$ cat config.mk
export PLATFORM = sky130hd
export DESIGN_NAME = cache_stream_fifo
export DESIGN_NICKNAME = d
export VERILOG_FILES = /design/src/rtl/cache_stream_fifo.sv
export SDC_FILE = /design/constraint.sdc
export NUM_CORES = 1
export LEC_CHECK = 0
export CAP_MARGIN = 15
export CORE_MARGIN = 2
export CORE_UTILIZATION = 45
export DETAILED_ROUTE_END_ITERATION = 7
export PLACE_DENSITY = 0.62
export SLEW_MARGIN = 10
export SYNTH_ARGS = -nofsm -noshare
export SYNTH_HDL_FRONTEND = slang
export SYNTH_SLANG_ARGS = --single-unit
$ cat constraint.sdc
create_clock -name clk -period 8.16 [get_ports clk]
set_clock_uncertainty 0.2 [all_clocks]
set_input_delay 2.448 -clock clk [delete_from_list [all_inputs] [get_ports clk]]
set_output_delay 2.448 -clock clk [all_outputs]
set_load 0.005 [all_outputs]
$ cat src/rtl/cache_stream_fifo.sv
// cache_stream_fifo: valid/ready FIFO with optional registered output stage, occupancy flags and peak watermark
module cache_stream_fifo #(
   parameter  int DATA_WIDTH    = 32,
   parameter  int FIFO_DEPTH    = 16,
   parameter  int OUT_REG       = 1,
   parameter  int AFULL_THRESH  = 14,
   parameter  int AEMPTY_THRESH = 2,
   localparam int CAP           = FIFO_DEPTH + OUT_REG,
   localparam int CNT_W         = $clog2(CAP + 1)
) (
   input  logic                  clk,
   input  logic                  rst_n,
   input  logic                  soft_rst,
   input  logic                  in_valid,
   output logic                  in_ready,
   input  logic [DATA_WIDTH-1:0] in_data,
   output logic                  out_valid,
   input  logic                  out_ready,
   output logic [DATA_WIDTH-1:0] out_data,
   output logic [CNT_W-1:0]      data_num,
   output logic                  almost_full,
   output logic                  almost_empty,
   output logic [CNT_W-1:0]      peak_num
);
   localparam int PTR_W = $clog2(FIFO_DEPTH);
   localparam bit OREG  = (OUT_REG != 0);

   logic [DATA_WIDTH-1:0] mem [FIFO_DEPTH];
   logic [PTR_W-1:0]      wptr, rptr;
   logic [CNT_W-1:0]      cnt_nxt, st_num;
   logic                  push, pop, bypass, wr_st, rd_st;

   // pointers wrap explicitly so any depth works, not just powers of two
   function automatic logic [PTR_W-1:0] inc(input logic [PTR_W-1:0] p);
      return (p == PTR_W'(FIFO_DEPTH - 1)) ? '0 : p + 1'b1;
   endfunction

   assign in_ready     = data_num < CNT_W'(CAP);
   assign out_valid    = data_num != '0;
   assign almost_full  = data_num >= CNT_W'(AFULL_THRESH);
   assign almost_empty = data_num <= CNT_W'(AEMPTY_THRESH);

   // handshakes, storage routing and next occupancy
   always_comb begin
      push    = in_valid && in_ready;
      pop     = out_valid && out_ready;
      st_num  = OREG ? data_num - CNT_W'(out_valid) : data_num;
      bypass  = OREG && push && (st_num == '0) && (!out_valid || pop);
      wr_st   = push && !bypass;
      rd_st   = OREG ? (pop && st_num != '0) : pop;
      cnt_nxt = (push && !pop) ? data_num + 1'b1 :
                (pop && !push) ? data_num - 1'b1 : data_num;
   end

   // pointers, occupancy counter and peak watermark
   always_ff @(posedge clk or negedge rst_n) begin
      if (!rst_n) begin
         wptr     <= '0;
         rptr     <= '0;
         data_num <= '0;
         peak_num <= '0;
      end else if (soft_rst) begin
         wptr     <= '0;
         rptr     <= '0;
         data_num <= '0;
         peak_num <= '0;
      end else begin
         if (wr_st) wptr <= inc(wptr);
         if (rd_st) rptr <= inc(rptr);
         data_num <= cnt_nxt;
         peak_num <= (cnt_nxt > peak_num) ? cnt_nxt : peak_num;
      end
   end

   // storage array, intentionally not reset
   always_ff @(posedge clk) begin
      if (wr_st && !soft_rst) mem[wptr] <= in_data;
   end

   if (OREG) begin : g_oreg
      logic [DATA_WIDTH-1:0] oreg;
      // output flop refills from storage, or straight from in_data when storage is empty
      always_ff @(posedge clk or negedge rst_n) begin
         if (!rst_n) oreg <= '0;
         else if (soft_rst) oreg <= '0;
         else if (rd_st) oreg <= mem[rptr];
         else if (bypass) oreg <= in_data;
      end
      assign out_data = oreg;
   end else begin : g_comb
      assign out_data = mem[rptr];
   end

`ifdef ASSERT_ON
   a_stable : assert property (@(posedge clk) disable iff (!rst_n || soft_rst)
      out_valid && !out_ready |=> $stable(out_data));
   a_cap : assert property (@(posedge clk) disable iff (!rst_n)
      data_num <= CNT_W'(CAP));
   a_push : assert property (@(posedge clk) disable iff (!rst_n)
      !(push && !in_ready));
`endif
endmodule

==> run_results.csv <==
group,metric,value,unit
power,power_density,300,nW/um2
global_routing,grt_pass1_vias,11100,
sta,finalSetupViolCount,0,
synth,synth_area_leader_cell,"edfxtp_1",
cts,postCtsHoldBufs,0,
routing,ant_nets,0,
cells_and_area,multi_input_area,5150,um2
die,die_w,225,um
routing,drc,0,
cells_and_area,fillCellCount,3627,
die,core-area,47900,um2
cts,clock_sinks,562,
cells_and_area,final_area,25600,um2
synth,synthFlopType,"edfxtp_1",
routing,wl_per_cell,25.1,um
placed_design,numPortBuffers,82,
placed_design,hpwlAfterDp,25300,um
global_routing,gr-usage-all-layers,0.188,
worst_setup_path,required,5.51,ns
synth,synth.distinct_cells,57,
worst_setup_path,slowest_stage,"dfrtp_1",
cts,path_clk_slew,0.06,ns
global_routing,grt_pass1_wl,70400,um
synth,synth_fp_nets,1120,
routing,vias,10700,
synth,ys_seq_area_frac,0.757,
routing,firstDrtPassIters,5,
worst_setup_path,arrival,2.50,ns
die,die_height,225,um
cts,worstSkewPairLatency,0.60,ns
worst_setup_path,cp_slowest_stage_delay,0.52,ns
routing,drt-vias-per-instance,5.84,
placed_design,place_inst,1726,
synth,synth_top_area_frac,0.700,
worst_hold_path,hp-start,"out_data[4]",
global_routing,gr-total-overflow,0,
synth,yosysMostFrequentCell,"edfxtp_1",
sta,slew_headroom,0.242,
routing,routed_wl,46100,um
cts,cts_root_buffer,"clkbuf_16",
worst_setup_path,r2r_start,"data_num[1]",
placed_design,routabilityCongestion,0.709,
worst_setup_path,crit_family,"buffers and inverters",
placed_design,placed_area,23600,um2
synth,ys_ff_latch,562,
routing,drtIter0Drc,1032,
synth,yosysWarnings,0,
sta,finalSetupTns,0,ns
job,drv_cap,0,
global_routing,grt_max_degree,89,
worst_setup_path,crit_type,"flop to output pin",
worst_setup_path,path_cells,"inv_1 > ha_1 > nor4b_4 > inv_2 > clkdlybuf4s50_1",
cells_and_area,drive_gt1_frac,0.230,
cells_and_area,nets,1224,
die,dieArea,50600,um2
sta,worst_slack,3.01,ns
cells_and_area,seqCellArea,16600,um2
power,leakage,8.27,nW
cts,clk_path_buf_depth,3,
sta,fin_crit_sh,0.631,
die,io_pins,83,
worst_setup_path,cp_max_fo,11,
cts,htreeDepth,2,
sta,drv_slew,0,
sta,hold_viol,0,
worst_setup_path,rrSetupSlack,3.54,ns
worst_setup_path,critPathCaptureType,"output pin",
cells_and_area,area_growth,16.3,%
worst_setup_path,path_buf_inv,3,
cts,cts_tree,"yes",
power,power,7.67,mW
synth,async_flop_share,0.0890,
worst_hold_path,min_to,"out_data[4]",
synth,synth_edf_count,512,
global_routing,antenna_found_initial,2,
synth,ys_top_cells_by_count,"edfxtp_1, mux4_2, a22oi_1, dfrtp_1, nand2_1",
worst_hold_path,hold_path_depth,1,
worst_hold_path,holdCritPathClass,"flop to flop",
synth,synth_area_leaders,"edfxtp_1, mux4_2, dfrtp_1",
die,initial_utilization,0.458,
sta,tightestPinTransition,1.13,ns
cts,cts_made_buffers,56,
placed_design,dp_slack,2.37,ns
cells_and_area,layout.cells.non_filler,1836,
synth,avgSynthCellArea,20.6,um2
synth,netlist_area,22000,um2
cells_and_area,diodes,0,
cts,cts_resized,0,
worst_setup_path,rr_worst_depth,10,
die,std_cell_rows,80,
run_status,status,"finished clean",
cts,cts_setup_buffers,0,
worst_setup_path,cp-start-kind,"flop",
worst_setup_path,r2r-end,"mem[5][15]",
power,irDropWorstVdd,220,uV
synth,syn-instance-count,1069,
sta,min_period,5.15,ns
sta,fmax,0.194,GHz
sta,rsz0062_at_grt,"no",
-- final cells by class --
cell class | count | share of cell area
timing repair buffer | 108 | 0.0424
clock inverter | 21 | 0.00861
multi-input combinational | 431 | 0.201
inverter | 14 | 0.00206
clock buffer | 85 | 0.0647
sequential | 562 | 0.651
tap | 615 | 0.0301
-- per-layer routing --
| layer | wire, um | up-vias | global-route usage |
|---|---|---|---|
| met4 | 843 | 0 | 0.0526 |
| met3 | 2600 | 62 | 0.0309 |
| met5 | 0 | - | 0 |
| met2 | 22500 | 318 | 0.307 |
| li1 | - | 4686 | - |
| met1 | 20200 | 5660 | 0.265 |
-- worst register-to-register path, stage by stage, from the launching register on --
cell and delay [ns]:
dfrtp_1 0.52, inv_1 0.14, ha_1 0.20, nor4b_4 0.40
inv_2 0.15, ha_1 0.30, nor4b_4 0.15, nand2_1 0.45
o21a_1 0.31, nand2_1 0.36, nor2_4 0.98
-- power breakdown --
part | total (mW) | switching [mW] | leakage, nW | internal (mW)
logic | 1.64 | 0.891 | 2.08 | 0.745
registers | 3.46 | 0.138 | 5.27 | 3.32
clock network | 2.58 | 1.05 | 0.924 | 1.52
total | 7.67 | 2.08 | 8.27 | 5.59
-- worst max-delay path by stage --
stage	startpoint	end	cells after the start
finish	data_num[1]	out_valid	5
global route	data_num[1]	out_valid	5
CTS	data_num[0]	out_valid	5
global placement	in_valid	mem[13][18]	6
detailed placement	in_valid	mem[13][19]	6
floorplan	in_valid	mem[7][0]	5
-- flip-flops by register name (all words and copies together), names as in the netlist --
name / count
rptr: 4
wptr: 4
peak_num: 5
data_num: 5
mem: 512
out_data: 32
-- logic make-up after synthesis --
family / share of synthesized area
AOI/OAI and AO/OA: 0.0533
xor gates and xnor gates: 0.00308
muxes: 0.131
buffers and inverters: 0.0152
adders and majority gates: 0.00797
and+or+nand+nor: 0.0327
DFF: 0.757
-- through the flow --
stage               utilization  hold WS, ns
finish                    0.533        0.314
global route              0.533        0.336
CTS                       0.531        0.315
detailed placement        0.492        0.302
global placement          0.492        0.309
floorplan                     -        0.298
-- cell usage in the layout, fill, tap and decap left out, drive strengths merged, types with 5 or more instances in the layout --
| cell type | n |
|---|---|
| nand3 | 14 |
| nor2b | 5 |
| clkinv | 16 |
| clkbuf | 85 |
| nor3 | 6 |
| ha | 14 |
| a22o | 13 |
| mux4 | 128 |
| a22oi | 64 |
| nand2 | 45 |
| clkdlybuf4s50 | 81 |
| inv | 14 |
| a21oi | 16 |
| buf | 27 |
| and2 | 7 |
| a221o | 23 |
| nor2 | 27 |
| edfxtp | 512 |
| dfrtp | 50 |
| and3 | 26 |
Power figures use the tool's default switching activity.
